$ cat config.mk
export PLATFORM = sky130hd
export DESIGN_NAME = m_divider
export DESIGN_NICKNAME = d
export VERILOG_FILES = /design/src/rtl/m_divider_pkg.sv /design/src/rtl/m_divider.sv
export SDC_FILE = /design/constraint.sdc
export NUM_CORES = 1
export LEC_CHECK = 0
export BUFFER_PORTS_ARGS = -buffer_cell sky130_fd_sc_hd__buf_2
export CORE_MARGIN = 4
export CORE_UTILIZATION = 61
export CTS_CLUSTER_DIAMETER = 40
export DETAILED_ROUTE_END_ITERATION = 7
export GPL_ROUTABILITY_DRIVEN = 0
export PLACE_DENSITY = 0.83
export REMOVE_ABC_BUFFERS = 1
export SYNTH_ARGS = -nofsm -noshare
export SYNTH_HDL_FRONTEND = slang
export SYNTH_SLANG_ARGS = --single-unit
$ cat constraint.sdc
create_clock -name clk_i -period 6.7 [get_ports clk_i]
set_input_delay 0 -clock clk_i [delete_from_list [all_inputs] [get_ports clk_i]]
set_output_delay 0 -clock clk_i [all_outputs]
set_load 0.02 [all_outputs]
$ cat src/rtl/m_divider_pkg.sv
// Shared definitions for the RV32M multi-cycle divider: operation and state
// encodings, M-extension funct3 codes and small arithmetic helpers.
package m_divider_pkg;

    localparam int XLEN_C = 32;

    // funct3[1:0] of the DIV/DIVU/REM/REMU group
    typedef enum logic [1:0] {
        DIV_OP_DIV  = 2'b00,
        DIV_OP_DIVU = 2'b01,
        DIV_OP_REM  = 2'b10,
        DIV_OP_REMU = 2'b11
    } div_op_e;

    // Divider sequencer states
    typedef enum logic [1:0] {
        DIV_ST_IDLE = 2'b00,
        DIV_ST_CALC = 2'b01,
        DIV_ST_FIX  = 2'b10,
        DIV_ST_DONE = 2'b11
    } div_state_e;

    // Full funct3 codes of the M extension (decode side)
    localparam logic [2:0] INS_MUL    = 3'b000;
    localparam logic [2:0] INS_MULH   = 3'b001;
    localparam logic [2:0] INS_MULHSU = 3'b010;
    localparam logic [2:0] INS_MULHU  = 3'b011;
    localparam logic [2:0] INS_DIV    = 3'b100;
    localparam logic [2:0] INS_DIVU   = 3'b101;
    localparam logic [2:0] INS_REM    = 3'b110;
    localparam logic [2:0] INS_REMU   = 3'b111;

    // DIV and REM treat operands as two's complement
    function automatic logic op_is_signed(input logic [1:0] op);
        return ~op[0];
    endfunction

    // REM and REMU return the remainder instead of the quotient
    function automatic logic op_is_rem(input logic [1:0] op);
        return op[1];
    endfunction

    // Magnitude of a value; only negated when the operation is signed
    function automatic logic [XLEN_C-1:0] abs_val(input logic [XLEN_C-1:0] v,
                                                  input logic take_abs);
        logic [XLEN_C-1:0] r;
        if (take_abs && v[XLEN_C-1]) begin
            r = {XLEN_C{1'b0}} - v;
        end else begin
            r = v;
        end
        return r;
    endfunction

    // Two's complement negation
    function automatic logic [XLEN_C-1:0] neg_val(input logic [XLEN_C-1:0] v);
        return {XLEN_C{1'b0}} - v;
    endfunction

endpackage

$ cat src/rtl/m_divider.sv
// Radix-2 restoring divider for RV32M DIV/DIVU/REM/REMU.
// One quotient bit per cycle; holds the pipeline through stall_o and
// presents a registered result with a one-cycle valid_o pulse.
// Optional feature macro: M_DIV_EARLY_OUT_EN enables a one-cycle fast path
// for divide-by-zero, signed overflow and |dividend| < |divisor|.
module m_divider
    import m_divider_pkg::*;
#(
    parameter int XLEN = 32
) (
    input  logic            clk_i,
    input  logic            rst_i,
    input  logic            start_i,
    input  logic [1:0]      div_op_i,
    input  logic [XLEN-1:0] dividend_i,
    input  logic [XLEN-1:0] divisor_i,
    input  logic            flush_i,
    output logic [XLEN-1:0] result_o,
    output logic            valid_o,
    output logic            stall_o
);

    localparam logic [XLEN-1:0] ALL_ONES = {XLEN{1'b1}};
    localparam logic [XLEN-1:0] ZERO     = {XLEN{1'b0}};

    // Registered state
    div_state_e      state_q,    state_d;
    logic [XLEN-1:0] quo_q,      quo_d;
    logic [XLEN-1:0] rem_q,      rem_d;
    logic [XLEN-1:0] divisor_q,  divisor_d;
    logic [XLEN-1:0] dividend_q, dividend_d;
    logic [4:0]      cnt_q,      cnt_d;
    logic [1:0]      op_q,       op_d;
    logic            neg_quo_q,  neg_quo_d;
    logic            neg_rem_q,  neg_rem_d;
    logic            div0_q,     div0_d;
    logic [XLEN-1:0] result_q,   result_d;
    logic            valid_q,    valid_d;

    // Operand decode at issue time
    logic            signed_in_s;
    logic            rem_in_s;
    logic            div0_in_s;
    logic [XLEN-1:0] abs_a_s;
    logic [XLEN-1:0] abs_b_s;
    logic            early_s;
    logic [XLEN-1:0] early_res_s;

    // Iteration and sign fix-up
    logic [XLEN:0]   rem33_s;
    logic [XLEN-1:0] fix_quo_s;
    logic [XLEN-1:0] fix_rem_s;

    assign signed_in_s = op_is_signed(div_op_i);
    assign rem_in_s    = op_is_rem(div_op_i);
    assign div0_in_s   = (divisor_i == ZERO);
    assign abs_a_s     = abs_val(dividend_i, signed_in_s);
    assign abs_b_s     = abs_val(divisor_i, signed_in_s);

`ifdef M_DIV_EARLY_OUT_EN
    logic ovf_s;
    logic small_s;

    // Signed overflow is the single case whose quotient does not fit
    assign ovf_s   = signed_in_s
                   & (dividend_i == {1'b1, {(XLEN-1){1'b0}}})
                   & (divisor_i == ALL_ONES);
    // Magnitude compare: quotient is zero, remainder is the dividend itself
    assign small_s = (abs_a_s < abs_b_s);
    assign early_s = div0_in_s | ovf_s | small_s;

    // Architecturally defined answers for the short-circuited cases
    always_comb begin
        if (div0_in_s) begin
            early_res_s = rem_in_s ? dividend_i : ALL_ONES;
        end else if (ovf_s) begin
            early_res_s = rem_in_s ? ZERO : {1'b1, {(XLEN-1){1'b0}}};
        end else begin
            early_res_s = rem_in_s ? dividend_i : ZERO;
        end
    end
`else
    assign early_s     = 1'b0;
    assign early_res_s = ZERO;
`endif

    // Shift-and-subtract step: trial subtract of the divisor from the
    // partial remainder extended by the next dividend bit
    always_comb begin
        rem33_s = {rem_q, quo_q[XLEN-1]} - {1'b0, divisor_q};
    end

    // Sign fix-up; divide-by-zero bypasses negation and returns the raw
    // dividend as remainder so both builds give the RISC-V values
    always_comb begin
        if (neg_quo_q && !div0_q) begin
            fix_quo_s = neg_val(quo_q);
        end else begin
            fix_quo_s = quo_q;
        end
        if (div0_q) begin
            fix_rem_s = dividend_q;
        end else if (neg_rem_q) begin
            fix_rem_s = neg_val(rem_q);
        end else begin
            fix_rem_s = rem_q;
        end
    end

    // Next-state and datapath update for the sequencer
    always_comb begin
        state_d    = state_q;
        quo_d      = quo_q;
        rem_d      = rem_q;
        divisor_d  = divisor_q;
        dividend_d = dividend_q;
        cnt_d      = cnt_q;
        op_d       = op_q;
        neg_quo_d  = neg_quo_q;
        neg_rem_d  = neg_rem_q;
        div0_d     = div0_q;
        result_d   = result_q;
        valid_d    = 1'b0;

        if (flush_i) begin
            state_d = DIV_ST_IDLE;
        end else begin
            case (state_q)
                DIV_ST_IDLE: begin
                    if (start_i) begin
                        op_d       = div_op_i;
                        dividend_d = dividend_i;
                        div0_d     = div0_in_s;
                        neg_quo_d  = signed_in_s & (dividend_i[XLEN-1] ^ divisor_i[XLEN-1]);
                        neg_rem_d  = signed_in_s & dividend_i[XLEN-1];
                        if (early_s) begin
                            result_d = early_res_s;
                            valid_d  = 1'b1;
                            state_d  = DIV_ST_DONE;
                        end else begin
                            quo_d     = abs_a_s;
                            divisor_d = abs_b_s;
                            rem_d     = ZERO;
                            cnt_d     = 5'd31;
                            state_d   = DIV_ST_CALC;
                        end
                    end else begin
                        state_d = DIV_ST_IDLE;
                    end
                end
                DIV_ST_CALC: begin
                    if (!rem33_s[XLEN]) begin
                        rem_d = rem33_s[XLEN-1:0];
                        quo_d = {quo_q[XLEN-2:0], 1'b1};
                    end else begin
                        rem_d = {rem_q[XLEN-2:0], quo_q[XLEN-1]};
                        quo_d = {quo_q[XLEN-2:0], 1'b0};
                    end
                    if (cnt_q == 5'd0) begin
                        state_d = DIV_ST_FIX;
                    end else begin
                        cnt_d = cnt_q - 5'd1;
                    end
                end
                DIV_ST_FIX: begin
                    result_d = op_is_rem(op_q) ? fix_rem_s : fix_quo_s;
                    valid_d  = 1'b1;
                    state_d  = DIV_ST_DONE;
                end
                DIV_ST_DONE: begin
                    state_d = DIV_ST_IDLE;
                end
                default: begin
                    state_d = DIV_ST_IDLE;
                end
            endcase
        end
    end

    // State and output registers with asynchronous reset
    always_ff @(posedge clk_i or posedge rst_i) begin
        if (rst_i) begin
            state_q    <= DIV_ST_IDLE;
            quo_q      <= ZERO;
            rem_q      <= ZERO;
            divisor_q  <= ZERO;
            dividend_q <= ZERO;
            cnt_q      <= 5'd0;
            op_q       <= 2'b00;
            neg_quo_q  <= 1'b0;
            neg_rem_q  <= 1'b0;
            div0_q     <= 1'b0;
            result_q   <= ZERO;
            valid_q    <= 1'b0;
        end else begin
            state_q    <= state_d;
            quo_q      <= quo_d;
            rem_q      <= rem_d;
            divisor_q  <= divisor_d;
            dividend_q <= dividend_d;
            cnt_q      <= cnt_d;
            op_q       <= op_d;
            neg_quo_q  <= neg_quo_d;
            neg_rem_q  <= neg_rem_d;
            div0_q     <= div0_d;
            result_q   <= result_d;
            valid_q    <= valid_d;
        end
    end

    // Stall covers the accepting cycle so the operands stay put, then the
    // whole iteration; it drops in DONE so the pipeline captures the result
    always_comb begin
        stall_o = ((state_q == DIV_ST_IDLE) & start_i & ~flush_i)
                | (state_q == DIV_ST_CALC)
                | (state_q == DIV_ST_FIX);
    end

    assign result_o = result_q;
    assign valid_o  = valid_q;

endmodule

# Yosys cells after proc, flatten, opt, wreduce, memory -nomap -nowiden
# Index checks and enable logic that the tools add are counted.
dict set report totals {
  out_inout_bits 34
  wordCells 66
  regBits 173
}
dict set report op_classes {
  n_eq_ne 6
  n_mux 21
  n_reduce_logical 12
  n_bitwise 9
  n_addsub 6
}
# cell n
set op_table {}
lappend op_table {{$mux W32} 9}
lappend op_table {{$pmux W32 S2} 2}
lappend op_table {{$sub A1 B32 Y32 const A} 4}
lappend op_table {{$sub A33 B32 Y33} 1}
lappend op_table {{$logic_not A32 Y1} 1}
lappend op_table {{$mux W5} 2}
lappend op_table {{$pmux W5 S2} 1}
lappend op_table {{$pmux W2 S4} 1}
lappend op_table {{$reduce_and A3 Y1} 2}
lappend op_table {{$logic_not A5 Y1} 1}
lappend op_table {{$sub A5 B1 Y5 const B} 1}
lappend op_table {{$and A1 B1 Y1} 4}
lappend op_table {{$eq A2 B2 Y1 const B} 2}
lappend op_table {{$mux W1} 4}
lappend op_table {{$mux W2} 2}
lappend op_table {{$ne A2 B2 Y1 const B} 2}
lappend op_table {{$reduce_and A4 Y1} 1}
lappend op_table {{$logic_and A1 B1 Y1} 3}
lappend op_table {{$ne A3 B3 Y1 const B} 1}
lappend op_table {{$eq A2 B1 Y1 const B} 1}
lappend op_table {{$logic_not A2 Y1} 1}
lappend op_table {{$not A1 Y1} 2}
lappend op_table {{$or A1 B1 Y1} 2}
lappend op_table {{$reduce_and A2 Y1} 1}
lappend op_table {{3 further kinds} 3}

# Logic depth before layout (Yosys ltp)
dict set report depth {
  word_depth 5
  mapped_depth 13
  mapped_depth_nobuf 12
}

# Worst setup path before layout
# Ideal clock, no wire load.
dict set report synth_path {
  path_type {register to register}
  from {register quo_q[31]}
  to {register rem_q[30]}
  t_arrival_ps 2814
  path_slack_ps 3759
  path_stages_with_launch 14
  n_path_buf 1
  period_less_slack_ps 2941
  cell_sequence {dfrtp_1 inv_1 ha_1 fa_1 nand2b_1 a21oi_1 o211ai_2 a31oi_2 a2111oi_4 a221oi_4 buf_6 o311ai_1 a311oi_1 o21ai_1}
}
dict set report synth_between {
  elab_chain_len 3
}
# item line_no
set synth_lines {}
lappend synth_lines {{from (decl)} m_divider.sv:28} ;# logic [XLEN-1:0] quo_q, quo_d;
lappend synth_lines {{from (signal assigned)} m_divider.sv:197} ;# quo_q <= quo_d;
lappend synth_lines {{$sub A33 B32 Y33} m_divider.sv:90} ;# rem33_s = {rem_q, quo_q[XLEN-1]} - {1'b0, divisor_q};
lappend synth_lines {{$mux W32} m_divider.sv:152} ;# if (!rem33_s[XLEN]) begin
lappend synth_lines {{$pmux W32 S2} m_divider.sv:128} ;# case (state_q)
lappend synth_lines {{to (signal assigned)} m_divider.sv:198} ;# rem_q <= rem_d;
lappend synth_lines {{to (decl)} m_divider.sv:29} ;# logic [XLEN-1:0] rem_q, rem_d;
# Every way passes these cells.
# A chain may end at the register's enable or synchronous reset.

# Worst setup path after layout
dict set report layout_path {
  from {register state_q[1]}
  to {register cnt_q[3]}
}
dict set report layout_between {
  elab_chain_len 3
}
# item line_no
set layout_lines {}
lappend layout_lines {{from (decl)} m_divider.sv:27} ;# div_state_e state_q, state_d;
lappend layout_lines {{from (signal assigned)} m_divider.sv:196} ;# state_q <= state_d;
lappend layout_lines {{$eq A2 B1 Y1 / $logic_not A2 Y1 (equally long branches)} m_divider.sv:128}
lappend layout_lines {{$ne A2 B2 Y1 (no source line) / $reduce_bool A2 Y1 (equally long branches)} --}
lappend layout_lines {{$reduce_and A4 Y1 (no source line)} --}
lappend layout_lines {{to (signal assigned)} m_divider.sv:201} ;# cnt_q <= cnt_d;
lappend layout_lines {{to (decl)} m_divider.sv:32} ;# logic [4:0] cnt_q, cnt_d;
# Several ways; a longest one is shown, not always the timed one.

==> impl_summary.txt <==
----------------------------------------------------
[Run status]
  Run status ... finished, final reports clean

[Layout]
  Layout Cells excl Fill ... 1,856
  Ant. Diodes ... 0
  Core Util, Final ... 0.7209
  Final Net Count ... 1,690
  Layout area overhead ... 16.04%
  Layout cells sized above 1 ... 0.1339

[Clock tree]
  TritonCTS Buffers ... 17
  Deepest clock path buffer count ... 2
  H-tree depth ... 4
  Clock network latency to the later pin of the worst-skew pair ... 0.44 ns
  Post-CTS setup repair buffer count ... 0
  Clock tree root driver cell ... sky130_fd_sc_hd__clkbuf_16
  Clk sinks ... 172
  Reg clk slew, reported paths ... 0.07 ns
  Clock tree from TritonCTS ... done

[Logic synthesis]
  Top-count cell post-synth ... sky130_fd_sc_hd__nand2_1
  Synth Warn # ... 0
  Top flip-flop cell by instance count after synthesis ... sky130_fd_sc_hd__dfrtp_1
  Number of synthesized flops with an enable pin ... 0
  Number of distinct standard cells referenced by the synthesized netlist ... 76
  Async SR Flop Fraction ... 1.000
  Area share of the largest cell type after synthesis ... 0.3560
  Proportion of synthesized chip area in sequential cells ... 0.3560
  Number of flip-flops and latches in the synthesized netlist ... 172
  Cell types with the largest area share after synthesis ... sky130_fd_sc_hd__dfrtp_1 36%, sky130_fd_sc_hd__o21ai_0 7.5%, sky130_fd_sc_hd__nand2_1 6.4%
  Mapped Avg Cell Area ... 8.356 um^2
  Library cell occupying the most area in the post-synthesis netlist ... sky130_fd_sc_hd__dfrtp_1
  Top post-synthesis cells by count ... 206 x sky130_fd_sc_hd__nand2_1, 181 x sky130_fd_sc_hd__o21ai_0, 172 x sky130_fd_sc_hd__dfrtp_1, 113 x sky130_fd_sc_hd__a21oi_1, 99 x sky130_fd_sc_hd__nor2_1
  Gate count after technology mapping ... 1,447
  Mapped Area ... 0.01209 mm^2

[Power]
  Power density cells ... 492.0 mW/mm^2
  Leakage power figure ... 6.290 nW
  Max VDD drop ... 0.3043 mV

[GRT]
  Initial antenna violation count ... 0
  Grt total ovfl ... 0
  First-pass GRT wire length ... 51.89 mm
  Total Routing Usage GR ... 0.2855
  Number of global-route vias before repair ... 10,540
  Pin count of the biggest net entering global routing ... 100

[Critical path]
  Worst endpoint required time ... 6.99 ns
  Peak fanout along the critical path ... 61
  Crit path launch ... state_q[1]
  Reg2Reg Capture Point ... cnt_q[3]
  Ordered list of cells on the worst path ... inv_1 > ha_2 > buf_4 > nand2b_1 > or2_2 > and2_2 > buf_4 > or2_2 > nor4_1 > xnor2_1 > o21ai_0
  Path type of the worst setup path ... flop to flop
  Reg2reg start ... state_q[1]
  Kind of end point of the critical path ... flop
  Data arrival time of the critical path ... 3.99 ns
  Worst R2R Path Depth ... 11
  Worst R2R Setup Slack ... 3.00 ns
  Critical Path Slowest Stage Cell ... sky130_fd_sc_hd__or2_2
  Sort of element at the start of the critical path ... flop
  Highest cell delay on the worst timing path ... 0.58 ns

[STA]
  Setup TNS after final layout ... 0 ns
  Worst-Margin Slew ... 1.059 ns
  Final hold slack ... 0.01694 ns
  Crit path time final ... 3.699 ns
  Final Max Tran Viols ... 0
  Highest clock frequency the design can meet ... 270.4 MHz
  Slew margin rel. ... 0.2842
  Final clock skew ... 0.009467 ns
  Setup violation total in the final timing report ... 0
  Period utilization ... 0.5521
  Unrepaired setup endpoints after global routing ... false
  Final Hold Viols ... 0

[Floorplan]
  I/O pins ... 104
  Total number of placement rows ... 51
  Core Region ... 0.01946 mm^2
  Die W ... 148.8 um
  Starting density of the core ... 0.6213
  Die Y ... 148.8 um
  Die area ... 0.02214 mm^2

[Place]
  Placed instance count ... 1,754
  Port buffer count ... 103
  HPWL reported at the end of detailed placement ... 21.39 mm

[Route]
  DRC violation total after the first TritonRoute iteration ... 1,036
  DRC viols ... 0
  Drt wl/cell ... 16.98 um
  Count of vias placed by the detailed router ... 11,030
  Length of the first detailed-routing pass in iterations ... 8
  Routed wire length ... 31.52 mm
  Detailed-route vias per instance ... 5.942
  Antenna-violating nets left ... 0

[Min path]
  Instance count along the most critical hold path ... 4
  Hold Crit Endpoint ... divisor_q[3]
  Worst min-delay path class ... input pin to flop
  Hold Crit Start ... divisor_i[1]

[Flow run]
  MaxCap Viol Count ... 0

----------------------------------------------------
-- layout by cell type (no fill, tap or decap), drive strengths merged, types with 14 or more instances in the layout --
cell,count
a211oi,14
a21oi,115
buf,114
clkbuf,17
dfrtp,172
dlygate4sd3,70
ha,41
inv,67
mux2,32
mux2i,35
nand2,207
nand2b,18
nor2,99
nor3,18
nor4,16
o211ai,27
o21ai,206
o31ai,15
or3,14
or4,14
xnor2,84
xor2,57
-- state kept, by name, indices dropped and copies added (netlist names) --
| name | count |
|---|---|
| cnt_q | 5 |
| div0_q | 1 |
| dividend_q | 32 |
| divisor_q | 32 |
| neg_quo_q | 1 |
| neg_rem_q | 1 |
| op_q | 1 |
| quo_q | 32 |
| rem_q | 32 |
| result_o | 32 |
| state_q | 2 |
| valid_o | 1 |
-- final cells by class --
| type | instances | area (um^2) |
|---|---|---|
| multi-input cells | 1140 | 7264 |
| clock inverters | 15 | 163.9 |
| repair buffers | 184 | 1299 |
| flip-flops and latches | 172 | 4305 |
| clock buffers | 17 | 425.4 |
| well taps | 265 | 331.6 |
| inverters | 63 | 241.5 |
| fillers | 1433 | 5431 |
-- power breakdown --
| part | internal, W | switching (W) | total, W |
|---|---|---|---|
| Combinational | 0.00163 | 0.00231 | 0.00394 |
| Sequential | 0.00150 | 0.000468 | 0.00197 |
| Clock | 0.000555 | 0.000442 | 0.000996 |
-- how the worst max path moves through the flow --
| stage | end | slack [ns] | cells after the start |
|---|---|---|---|
| floorplan | cnt_q[3] | 1.56 | 8 |
| detailed placement | cnt_q[3] | 3.03 | 11 |
| CTS | cnt_q[3] | 3.01 | 11 |
| finish | cnt_q[3] | 3.00 | 11 |
| global route | cnt_q[3] | 2.76 | 11 |
| global placement | cnt_q[3] | 3.13 | 11 |
-- kinds of logic (layout without fill, tap and decap cells) --
logic type	Yosys count	in the layout	share of synthesized area
flops	172	172	0.3560
simple gates	450	450	0.1764
xor+xnor	141	141	0.1021
compound gates	440	440	0.2189
buf+inv	135	279	0.04377
fa+ha+maj	42	42	0.04408
mux	67	67	0.05878
-- worst max-delay path: cells and delay by family (launching register included) --
kind / cells / cell delay, ns
XOR/XNOR: 1 / 0.16
adder cells (fa/ha/maj): 1 / 0.16
flip-flops: 1 / 0.39
AND/OR/NAND/NOR: 5 / 1.82
AO/OA/AOI/OAI: 1 / 0.10
buffers and inverters: 3 / 0.90
-- stage by stage --
| step | total power (W) | instance area (um^2) | setup WS [ns] |
|---|---|---|---|
| 5_1_grt | 0.007439 | 14030 | 2.757 |
| 3_3_place_gp | 0.005624 | 12740 | 3.131 |
| 3_5_place_dp | 0.005766 | 12740 | 3.026 |
| 4_1_cts | 0.006834 | 14030 | 3.006 |
| 2_1_floorplan | 0.004811 | 11800 | 1.562 |
| 6_report | 0.006903 | 14030 | 3.001 |
-- what timing repair did --
action | 4_1_cts | 5_1_grt
endpoints found under the hold margin | 172 | 0
hold buffers | 70 | 0
resized for setup | 0 | 0
-- per-layer routing --
layer  track usage  wire length (um)  vias to the layer above  part of all wire
met2        0.4631             14750                      510              0.47
met5             0                 0                        -                 0
met1        0.3957             13640                     5100              0.43
li1              -                 -                     5346                 -
met3       0.04041              2335                       72             0.074
met4        0.1002               797                        0             0.025
(Power assumes the default switching activity.)
